**config.mk**
```make
export PLATFORM = sky130hd
export DESIGN_NAME = fetch_ctrl
export DESIGN_NICKNAME = d
export VERILOG_FILES = /design/src/rtl/cpu_pkg.sv /design/src/rtl/next_pc_calc.sv /design/src/rtl/fetch_ctrl.sv
export SDC_FILE = /design/constraint.sdc
export NUM_CORES = 1
export LEC_CHECK = 0
export ABC_AREA = 1
export CAP_MARGIN = 20
export CORE_MARGIN = 2
export CORE_UTILIZATION = 35
export CTS_CLUSTER_SIZE = 8
export DETAILED_ROUTE_END_ITERATION = 12
export HOLD_SLACK_MARGIN = 0.02
export MAX_ROUTING_LAYER = met4
export PLACE_DENSITY_LB_ADDON = 0.3
export SLEW_MARGIN = 20
export SYNTH_ARGS = -nofsm -noshare
export SYNTH_HDL_FRONTEND = slang
export SYNTH_HIERARCHICAL = 1
export SYNTH_SLANG_ARGS = --single-unit
```
**constraint.sdc**
```tcl
create_clock -name clk -period 3.9 [get_ports clk]
set_clock_uncertainty 0.15 [all_clocks]
set_input_delay 1.17 -clock clk [delete_from_list [all_inputs] [get_ports clk]]
set_output_delay 1.17 -clock clk [all_outputs]
set_load 0.05 [all_outputs]
```
**src/rtl/cpu_pkg.sv**
```systemverilog
// Shared types for the fetch/execute sequencing logic of the 2-stage MIPS core.
//   fetch_state_t : sequencer state (BOOT after reset, RUN normally, SQUASH while EX holds a bubble)
//   redirect_t    : which source selected the next fetch address
//   ADDR_W_DEF    : default instruction-memory word-address width
package cpu_pkg;

    localparam int ADDR_W_DEF = 12;

    typedef enum logic [1:0] {
        BOOT,
        RUN,
        SQUASH
    } fetch_state_t;

    typedef enum logic [2:0] {
        SEQ,
        BR,
        J,
        JR,
        EXC
    } redirect_t;

endpackage

```
**src/rtl/next_pc_calc.sv**
```systemverilog
// Combinational next-fetch-address selection.
// Ports:
//   ex_valid        in  instruction in EX is real; branch/jump inputs are ignored otherwise
//   exc_req         in  exception request (always wins, even on a bubble)
//   jump_reg_ex     in  jr/jalr in EX
//   jump_ex         in  j/jal in EX
//   branch_taken_ex in  taken conditional branch in EX
//   imm_ex          in  signed word offset of the branch
//   target_ex       in  word-address jump target
//   rs_data_ex      in  byte-address jr target
//   pc_fetch        in  current fetch address
//   pc_ex           in  word address of the instruction in EX
//   next_pc         out address to fetch next
//   redirect        out source that produced next_pc
module next_pc_calc
    import cpu_pkg::*;
#(
    parameter int               ADDR_W     = ADDR_W_DEF,
    parameter logic [ADDR_W-1:0] EXC_VECTOR = 'h100
) (
    input  logic              ex_valid,
    input  logic              exc_req,
    input  logic              jump_reg_ex,
    input  logic              jump_ex,
    input  logic              branch_taken_ex,
    input  logic [15:0]       imm_ex,
    input  logic [25:0]       target_ex,
    input  logic [31:0]       rs_data_ex,
    input  logic [ADDR_W-1:0] pc_fetch,
    input  logic [ADDR_W-1:0] pc_ex,
    output logic [ADDR_W-1:0] next_pc,
    output redirect_t         redirect
);

    logic [31:0]       br_full;
    logic [ADDR_W-1:0] seq_pc;
    logic              unused_bits;

    // Branch sum is formed at full width and truncated, so any ADDR_W wraps mod 2^ADDR_W.
    assign br_full = 32'(pc_ex) + 32'd1 + {{16{imm_ex[15]}}, imm_ex};
    assign seq_pc  = pc_fetch + ADDR_W'(1);

    // Bits above the memory's address range (and the jr byte offset) carry no meaning here.
    assign unused_bits = ^{br_full[31:ADDR_W], target_ex[25:ADDR_W],
                           rs_data_ex[31:ADDR_W+2], rs_data_ex[1:0]};

    always_comb begin
        next_pc  = seq_pc;
        redirect = SEQ;
        if (exc_req) begin
            next_pc  = EXC_VECTOR;
            redirect = EXC;
        end else if (ex_valid) begin
            if (jump_reg_ex) begin
                next_pc  = rs_data_ex[ADDR_W+1:2];
                redirect = JR;
            end else if (jump_ex) begin
                next_pc  = target_ex[ADDR_W-1:0];
                redirect = J;
            end else if (branch_taken_ex) begin
                next_pc  = br_full[ADDR_W-1:0];
                redirect = BR;
            end
        end
    end

endmodule

```
**src/rtl/fetch_ctrl.sv**
```systemverilog
// Fetch/execute sequencer of the 2-stage MIPS core. Owns the fetch PC, tracks the word
// address and validity of the instruction in EX, applies redirects resolved in EX and
// inserts bubbles after exceptions (and after redirects when there is no delay slot).
// Ports:
//   clk, rst         clock, synchronous active-high reset
//   stall_req        hold fetch and EX for another cycle
//   exc_req          redirect to EXC_VECTOR and squash (acts even while stalled)
//   branch_taken_EX, jump_EX, jump_reg_EX, imm_EX, target_EX, rs_data_EX
//                    control-transfer information for the instruction in EX
//   pc_fetch         instruction memory read address
//   load_EX          instruction_EX register captures imem[pc_fetch] this cycle
//   ex_valid         instruction in EX is real (0 = bubble)
//   pc_EX            word address of the instruction in EX
//   link_addr_EX     jal/jalr link byte address (pc_EX + 2 words)
module fetch_ctrl
    import cpu_pkg::*;
#(
    parameter int                ADDR_W     = ADDR_W_DEF,
    parameter logic [ADDR_W-1:0] RESET_PC   = '0,
    parameter logic [ADDR_W-1:0] EXC_VECTOR = 'h100,
    parameter bit                DELAY_SLOT = 1'b1
) (
    input  logic              clk,
    input  logic              rst,
    input  logic              stall_req,
    input  logic              exc_req,
    input  logic              branch_taken_EX,
    input  logic              jump_EX,
    input  logic              jump_reg_EX,
    input  logic [15:0]       imm_EX,
    input  logic [25:0]       target_EX,
    input  logic [31:0]       rs_data_EX,
    output logic [ADDR_W-1:0] pc_fetch,
    output logic              load_EX,
    output logic              ex_valid,
    output logic [ADDR_W-1:0] pc_EX,
    output logic [31:0]       link_addr_EX
);

    fetch_state_t      state_q, state_d;
    logic [ADDR_W-1:0] pc_fetch_q, pc_fetch_d;
    logic [ADDR_W-1:0] pc_ex_q, pc_ex_d;
    logic              ex_valid_q, ex_valid_d;

    logic              adv;
    logic              squash;
    logic [ADDR_W-1:0] next_pc;
    redirect_t         redirect;
    logic [ADDR_W-1:0] link_pc;

    // An exception overrides a stall so it can never be blocked by a multi-cycle op.
    assign adv = !stall_req || exc_req;

    next_pc_calc #(
        .ADDR_W     (ADDR_W),
        .EXC_VECTOR (EXC_VECTOR)
    ) u_next_pc_calc (
        .ex_valid        (ex_valid_q),
        .exc_req         (exc_req),
        .jump_reg_ex     (jump_reg_EX),
        .jump_ex         (jump_EX),
        .branch_taken_ex (branch_taken_EX),
        .imm_ex          (imm_EX),
        .target_ex       (target_EX),
        .rs_data_ex      (rs_data_EX),
        .pc_fetch        (pc_fetch_q),
        .pc_ex           (pc_ex_q),
        .next_pc         (next_pc),
        .redirect        (redirect)
    );

    // The word already fetched behind a redirect is discarded on exceptions always, and on
    // branches/jumps only when the core has no delay slot.
    assign squash = (redirect == EXC) || ((redirect != SEQ) && !DELAY_SLOT);

    always_comb begin
        state_d    = state_q;
        pc_fetch_d = pc_fetch_q;
        pc_ex_d    = pc_ex_q;
        ex_valid_d = ex_valid_q;
        if (adv) begin
            pc_fetch_d = next_pc;
            pc_ex_d    = pc_fetch_q;
            case (state_q)
                RUN: begin
                    state_d    = squash ? SQUASH : RUN;
                    ex_valid_d = !squash;
                end
                // EX holds no real instruction here, so only an exception can redirect.
                BOOT, SQUASH: begin
                    state_d    = exc_req ? SQUASH : RUN;
                    ex_valid_d = !exc_req;
                end
                default: begin
                    state_d    = BOOT;
                    ex_valid_d = 1'b0;
                end
            endcase
        end
    end

    always_ff @(posedge clk) begin
        if (rst) begin
            state_q    <= BOOT;
            pc_fetch_q <= RESET_PC;
            pc_ex_q    <= '0;
            ex_valid_q <= 1'b0;
        end else begin
            state_q    <= state_d;
            pc_fetch_q <= pc_fetch_d;
            pc_ex_q    <= pc_ex_d;
            ex_valid_q <= ex_valid_d;
        end
    end

    assign link_pc      = pc_ex_q + ADDR_W'(2);
    assign link_addr_EX = {{(30-ADDR_W){1'b0}}, link_pc, 2'b00};

    assign pc_fetch = pc_fetch_q;
    assign pc_EX    = pc_ex_q;
    assign ex_valid = ex_valid_q;
    assign load_EX  = adv && !rst;

endmodule

```
# Word level (Yosys, flattened, before mapping)
# Index checks and enable logic that the tools add are counted.
[totals] ff_bits=27 word_cells=33
[op_classes] n_addsub=4 eq_ne=3 muxes=14 reduce_logical=8
[op_table] operator="$mux W12" n=5
[op_table] operator="$add A12 B1 Y12 const B" n=2
[op_table] operator="$add A12 B12 Y12" n=1
[op_table] operator="$add A12 B2 Y12 const B" n=1
[op_table] operator="$mux W3" n=4
[op_table] operator="$logic_not A1 Y1" n=4
[op_table] operator="$mux W2" n=2
[op_table] operator="$pmux W2 S2" n=1
[op_table] operator="$eq A3 B3 Y1 const B" n=1
[op_table] operator="$eq A2 B1 Y1 const B" n=1
[op_table] operator="$eq A2 B2 Y1 const B" n=1
[op_table] operator="$logic_not A2 Y1" n=1
[op_table] operator="$pmux W1 S2" n=1
[op_table] operator="$reduce_or A2 Y1" n=1
[op_table] operator="$logic_and A1 B1 Y1" n=1
[op_table] operator="$logic_or A1 B1 Y1" n=1
[op_table] operator="$mux W1" n=1

# Logic depth before layout (Yosys ltp)
# Gate-level depths: netlist (run 1).
[logic_depth] depth_word=8 mapped_depth=14

# Cells and area by module
# Netlist (run 1), hierarchy kept.
[by_module_without_submodules] mod="next_pc_calc" n_inst=1 cells_each=268 area_each_um2=1400.1 seq_area_each_um2=0.0
[by_module_without_submodules] mod="fetch_ctrl" n_inst=1 cells_each=192 area_each_um2=1380.1 seq_area_each_um2=520.5

# Least setup slack after synthesis (run 1)
# OpenSTA, ideal clock, no wires.
[synth_path] kind="reg-to-output" startpoint="reg pc_ex_q[1] (netlist: pc_EX[1])" endpoint="out link_addr_EX[9]" arrival_ps=2114 path_slack_ps=466 path_stages_with_launch=6 cell_sequence="dfxtp_1 ha_1 nand2_1 inv_2 nand2_1 xnor2_1"
[synth_between] elab_chain_len=1
[synth_lines] item="start: declaration" line_no="fetch_ctrl.sv:42" text="logic [ADDR_W-1:0] pc_ex_q, pc_ex_d;"
[synth_lines] item="start signal: assignment" line_no="fetch_ctrl.sv:111" text="pc_ex_q <= pc_ex_d;"
[synth_lines] item="$add A12 B2 Y12" line_no="fetch_ctrl.sv:116" text="assign link_pc = pc_ex_q + ADDR_W'(2);"
[synth_lines] item="end: declaration" line_no="fetch_ctrl.sv:37" text="output logic [31:0] link_addr_EX"
# Every way passes these cells.

# Worst setup path in the final report (run 1)
[layout_path] startpoint="reg pc_ex_q[5] (netlist: pc_EX[5])" endpoint="out link_addr_EX[9]"
# Same word-level chain as after synthesis.

==> impl_metrics.yaml, run 1 <==
run_status:
  outcome: "complete, no violations"
sta:
  slew_violations: 0
  tns_ns: 0
  fmax_mhz: 291
  period_needed_ns: 3.44
  setup_viol: 0
  worst_slew_pin_slew_ns: 0.591
  fin_crit_sh: 0.882
  rsz0062_at_grt: "false"
  final-hold-violation-count: 0
  slew_headroom: 0.606
yosys:
  synth-seq-cells: 26
  synth.avg_cell_area_um2: 6.04
  syn_area_um2: 2780
  synth-edff-count: 0
  ys_seq_area_frac: 0.187
  synth.distinct_cells: 37
  synth.most_common_cell: "nand2_1"
  synthCells: 460
  synth_area_leaders: "dfxtp_1 (19%), nand2_1 (14%), nor2_1 (9.6%), buf_4 (7.0%), inv_1 (6.9%)"
  synth_warnings: 6
  synth_top_cell_by_area: "dfxtp_1"
  yosys-top-cells-count: "nand2_1 (106), nor2_1 (71), inv_1 (51)"
  async_flop_share: 0
  ys.flop_type: "dfxtp_1"
  synth_top_cell_area_share: 0.187
global_routing:
  grt_pass1_wl_mm: 14.1
  overflow: 0
  track_usage: 0.205
  grt_pass1_vias: 2937
  grt_max_degree: 31
  antenna_found_initial: 0
power:
  pwr-share-clk: 0.220
  p_leak_nw: 1.62
  power.density_nw_per_um2: 280
  power.internal_w: 0.000587
  power_frac_comb: 0.469
  p_sw_w: 0.000431
  power_w: 0.00102
  irDropWorstVdd_mv: 0.242
  switching_share: 0.424
  power_frac_seq: 0.311
flow_run:
  maxCapViolCount: 0
floorplan:
  ios: 139
  die_h_um: 93.1
  dieArea_um2: 8670
  core_um2: 7730
  initial_core_util: 0.360
  die_x_um: 93.1
  row_count: 32
setup_path:
  cp_common_cell: "nand2_1"
  required_ns: 2.58
  regToRegStartpoint: "pc_EX[0]"
  r2r_setup_slack_ns: 1.62
  critPathSlowestCell: "clkdlybuf4s50_1"
  cp-start-kind: "register"
  cp.depth: 5
  setup.worst_path.start: "pc_EX[5]"
  path_cells: "nand2_1 > nor2_2 > nand2_1 > xnor2_1 > clkdlybuf4s50_1"
  cp_slowest_stage_delay_ns: 0.81
  critPathKind: "register to output pin"
  r2r.worst_path.cells: 11
  arrival_ns: 2.12
  crit_fanout: 6
  cp_num_buf_inv: 1
  end_kind: "output pin"
  reg2reg_to: "pc_fetch[6]"
  cp-endpoint: "link_addr_EX[9]"
  critical-path-top-delay-family: "buffers and inverters"
clock_tree:
  numClockSinks: 26
  clockRootBuffer: "clkbuf_8"
  cts_tree: "done"
  clk_pin_slew_ns: 0.09
  postCtsSetupRepairBufs: 0
  clockBufferDepth: 2
  hold_buffers: 0
  clkLatencyLatePin_ns: 0.28
  h-tree-depth: 1
  post_cts_resized: 0
  cts_buffers: 3
place:
  place_area_um2: 3560
  dp_hpwl_mm: 6.86
  port_buffers: 80
  gp_congestion: 0.928
final_layout:
  syn_to_final_growth_pct: 30.6
  layout-drive-gt1-share: 0.0693
  final_cell_area_um2: 3630
  diodes: 0
  fin_util: 0.470
  fillers: 812
  fin_nets: 630
route:
  drc: 0
  routed_via_density: 4.96
  wl_mm: 8.56
  first_iter_violations: 138
  ant_nets: 0
  wl_per_cell_um: 13.5
  vias: 3152
  dr.pass1.iters: 5
worst_hold_path:
  holdPathStages: 3
  worstHoldPathType: "register to register"
[per-stage QoR]
step | cells | hold WS, ns | worst slack (ns)
4_1_cts | 636 | 0.420 | 0.437
3_3_place_gp | 632 | 0.383 | 0.416
6_report | 636 | 0.410 | 0.460
5_1_grt | 636 | 0.461 | 0.285
3_5_place_dp | 632 | 0.403 | 0.371
2_1_floorplan | 479 | 0.349 | 0.466
[layer usage]
metal	vias to the layer above	track usage	share of wire
met5	-	-	0
met4	0	0.0478	0.0094
met3	6	0.0234	0.071
met2	130	0.326	0.46
met1	1428	0.282	0.46
li1	1588	-	-
[worst register-to-register path, delay by kind of cell (launching register included)]
kind                       cells  cell delay, ns
xor gates and xnor gates       1            0.22
and+or+nand+nor                4            0.36
adders and majority gates      2            0.63
buffers and inverters          1            0.08
DFF                            1            0.39
AOI/OAI and AO/OA              3            0.39
[power by group through the flow]
stage / clock network, W / registers [W] / logic, W
2_1_floorplan: 0 / 0.000378 / 0.000282
3_3_place_gp: 0 / 0.000323 / 0.000473
3_5_place_dp: 0 / 0.000322 / 0.000477
4_1_cts: 0.000229 / 0.000317 / 0.000479
5_1_grt: 0.000243 / 0.000321 / 0.000520
6_report: 0.000224 / 0.000317 / 0.000478
[placed cells by master (no fill, tap or decap), types with 9 or more instances in the layout]
master,n
nor2_1,71
o21ai_0,28
inv_1,51
o21ai_1,11
dfxtp_1,26
nand2_1,106
nand3_1,25
xor2_1,9
clkdlybuf4s50_1,79
ha_1,13
conb_1,20
a21oi_1,25
[registers in the layout (all words and copies together) (netlist names)]
register	cells
state_q	2
pc_EX	12
pc_fetch	12
[final cells by class]
cell class	count	area, µm²	share of cell area
Clock inverter	1	30.0	0.00827
Clock buffer	3	41.3	0.0114
Tap cell	102	128	0.0351
Multi-Input combinational cell	362	1860	0.512
Timing Repair Buffer	86	843	0.232
Sequential cell	26	520	0.143
Inverter	56	210	0.0579
[cell families (layout without fill, tap and decap cells)]
logic type / after synthesis / after routing / synth area share
flops: 26 / 26 / 0.187
other cells: 1 / 20 / 0.00135
buf+inv: 91 / 146 / 0.170
fa+ha+maj: 14 / 14 / 0.0657
compound gates: 86 / 86 / 0.180
xor+xnor: 16 / 16 / 0.0504
simple gates: 226 / 226 / 0.345
[worst min path at each step]
stage,start,slack [ns],to
floorplan,state_q[1],0.35,state_q[0]
global placement,state_q[1],0.38,state_q[0]
detailed placement,state_q[1],0.40,state_q[0]
CTS,pc_EX[11],0.42,pc_EX[11]
global route,pc_EX[11],0.46,pc_EX[11]
finish,state_q[1],0.41,state_q[0]
Power figures use the tool's default switching activity.
==> inputs of run 2 (changes only) <==
--- a/config.mk
+++ b/config.mk
@@ -11,7 +11,7 @@
 export CORE_UTILIZATION = 35
 export CTS_CLUSTER_SIZE = 8
 export DETAILED_ROUTE_END_ITERATION = 12
-export HOLD_SLACK_MARGIN = 0.02
+export GPL_ROUTABILITY_DRIVEN = 0
 export MAX_ROUTING_LAYER = met4
 export PLACE_DENSITY_LB_ADDON = 0.3
 export SLEW_MARGIN = 20
==> run 2 against run 1 <==
Sequential cell count unchanged; count of clock-buffer cells in the layout unchanged; critical path depth down 1; largest cell class unchanged; final area down 0.21%; via count down 3.0%; utilization down 0.097 points; sequential share of layout area about the same; die area unchanged; non-clock buffer count down 1; fmax up 0.27%.
==> impl_metrics.yaml, run 2 (same netlist as run 1, synthesis figures left out) <==
final_layout:
  diodes: 0
  fin_nets: 629
  syn_to_final_growth_pct: 30.4
  layout_commonest_cell: "nand2_1"
  fillers: 822
  final_cell_mix: "nand2_1 (106), clkdlybuf4s50_1 (79), nor2_1 (71)"
  layout-drive-gt1-share: 0.0675
sta:
  setup_slack_ns: 0.470
  tns_ns: 0
  final-hold-violation-count: 0
  fin_crit_sh: 0.880
  setup_viol: 0
  fmax_mhz: 292
  worst_slew_pin_slew_ns: 0.572
  rsz0062_at_grt: "false"
  slew_violations: 0
  slew_headroom: 0.618
  period_needed_ns: 3.43
clock_tree:
  cts_buffers: 3
  cts_tree: "done"
  post_cts_resized: 0
  numClockSinks: 26
  postCtsSetupRepairBufs: 0
  clockBufferDepth: 2
  clk_pin_slew_ns: 0.09
  h-tree-depth: 1
  clockRootBuffer: "clkbuf_8"
  clkLatencyLatePin_ns: 0.27
  hold_buffers: 0
power:
  switching_share: 0.422
  irDropWorstVdd_mv: 0.213
  power_w: 0.00101
  power.density_nw_per_um2: 280
  power_frac_comb: 0.470
  p_sw_w: 0.000428
  p_leak_nw: 1.61
  power_frac_seq: 0.313
  pwr-share-clk: 0.217
  power.internal_w: 0.000586
route:
  wl_mm: 8.38
  vias: 3059
  dr.pass1.iters: 4
  first_iter_violations: 115
  ant_nets: 0
  wl_per_cell_um: 13.2
  drc: 0
  routed_via_density: 4.82
place:
  dp_slack_ns: 0.326
  dp_hpwl_mm: 6.75
  port_buffers: 80
global_routing:
  antenna_found_initial: 0
  grt_max_degree: 31
  grt_pass1_vias: 2724
  track_usage: 0.197
  grt_pass1_wl_mm: 13.3
  overflow: 0
floorplan:
  die_h_um: 93.1
  ios: 139
  dieArea_um2: 8670
  row_count: 32
  die_x_um: 93.1
  initial_core_util: 0.360
  core_um2: 7730
worst_hold_path:
  hold_start: "pc_EX[11]"
  min_to: "pc_EX[11]"
  worstHoldPathType: "register to register"
  holdPathStages: 2
setup_path:
  cp-start-kind: "input pin"
  regToRegStartpoint: "pc_EX[0]"
  required_ns: 2.58
  reg2reg_to: "pc_fetch[6]"
  arrival_ns: 2.11
  r2r.worst_path.cells: 11
  end_kind: "output pin"
  r2r_setup_slack_ns: 1.58
  critPathKind: "input pin to output pin"
  crit_fanout: 2
run_status:
  outcome: "complete, no violations"
flow_run:
  maxCapViolCount: 0
-- run 2: cell types whose count changed in the layout (fill, tap and decap cells not counted) --
cell   before  now
buf_4       7    6
-- run 2: layout make-up --
cell class | count | area [µm²] | area share
Clock inverter | 1 | 30.0 | 0.00828
Sequential cell | 26 | 520 | 0.144
Multi-Input combinational cell | 362 | 1860 | 0.513
Inverter | 56 | 210 | 0.0580
Tap cell | 102 | 128 | 0.0352
Clock buffer | 3 | 41.3 | 0.0114
Timing Repair Buffer | 85 | 836 | 0.231
-- run 2: worst max-delay path by stage --
stage | from | end | slack [ns] | cells past startpoint
2_1_floorplan | pc_EX[1] | link_addr_EX[9] | 0.47 | 5
3_3_place_gp | imm_EX[0] | pc_fetch[6] | 0.41 | 12
3_5_place_dp | imm_EX[0] | pc_fetch[6] | 0.33 | 12
4_1_cts | exc_req | load_EX | 0.46 | 4
5_1_grt | pc_EX[5] | link_addr_EX[9] | 0.33 | 5
6_report | exc_req | load_EX | 0.47 | 4
-- run 2: power by group through the flow --
stage / logic (W) / clock network (W) / registers [W]
CTS: 0.000477 / 0.000224 / 0.000317
global placement: 0.000470 / 0 / 0.000323
floorplan: 0.000282 / 0 / 0.000378
global route: 0.000516 / 0.000238 / 0.000321
detailed placement: 0.000475 / 0 / 0.000323
finish: 0.000476 / 0.000221 / 0.000318
-- run 2: worst max-delay path, cell delays in order --
cell and delay (ns):
clkdlybuf4s50_1 0.54, nor2_4 0.06, nor2_1 0.13, buf_4 0.22
-- run 2: per-layer routing --
layer / global-route usage / vias up / share of wire
met3: 0.0129 / 6 / 0.043
li1: - / 1586 / -
met4: 0.0368 / 0 / 0.0086
met2: 0.325 / 91 / 0.47
met5: - / - / 0
met1: 0.268 / 1376 / 0.48
-- run 2: metrics by stage --
step | area, µm² | utilization | std cells | hold slack (ns)
finish | 3620 | 0.469 | 635 | 0.411
global route | 3620 | 0.469 | 635 | 0.430
CTS | 3620 | 0.469 | 635 | 0.413
detailed placement | 3550 | 0.460 | 631 | 0.395
global placement | 3550 | 0.460 | 631 | 0.387
floorplan | 2850 | - | 479 | 0.349
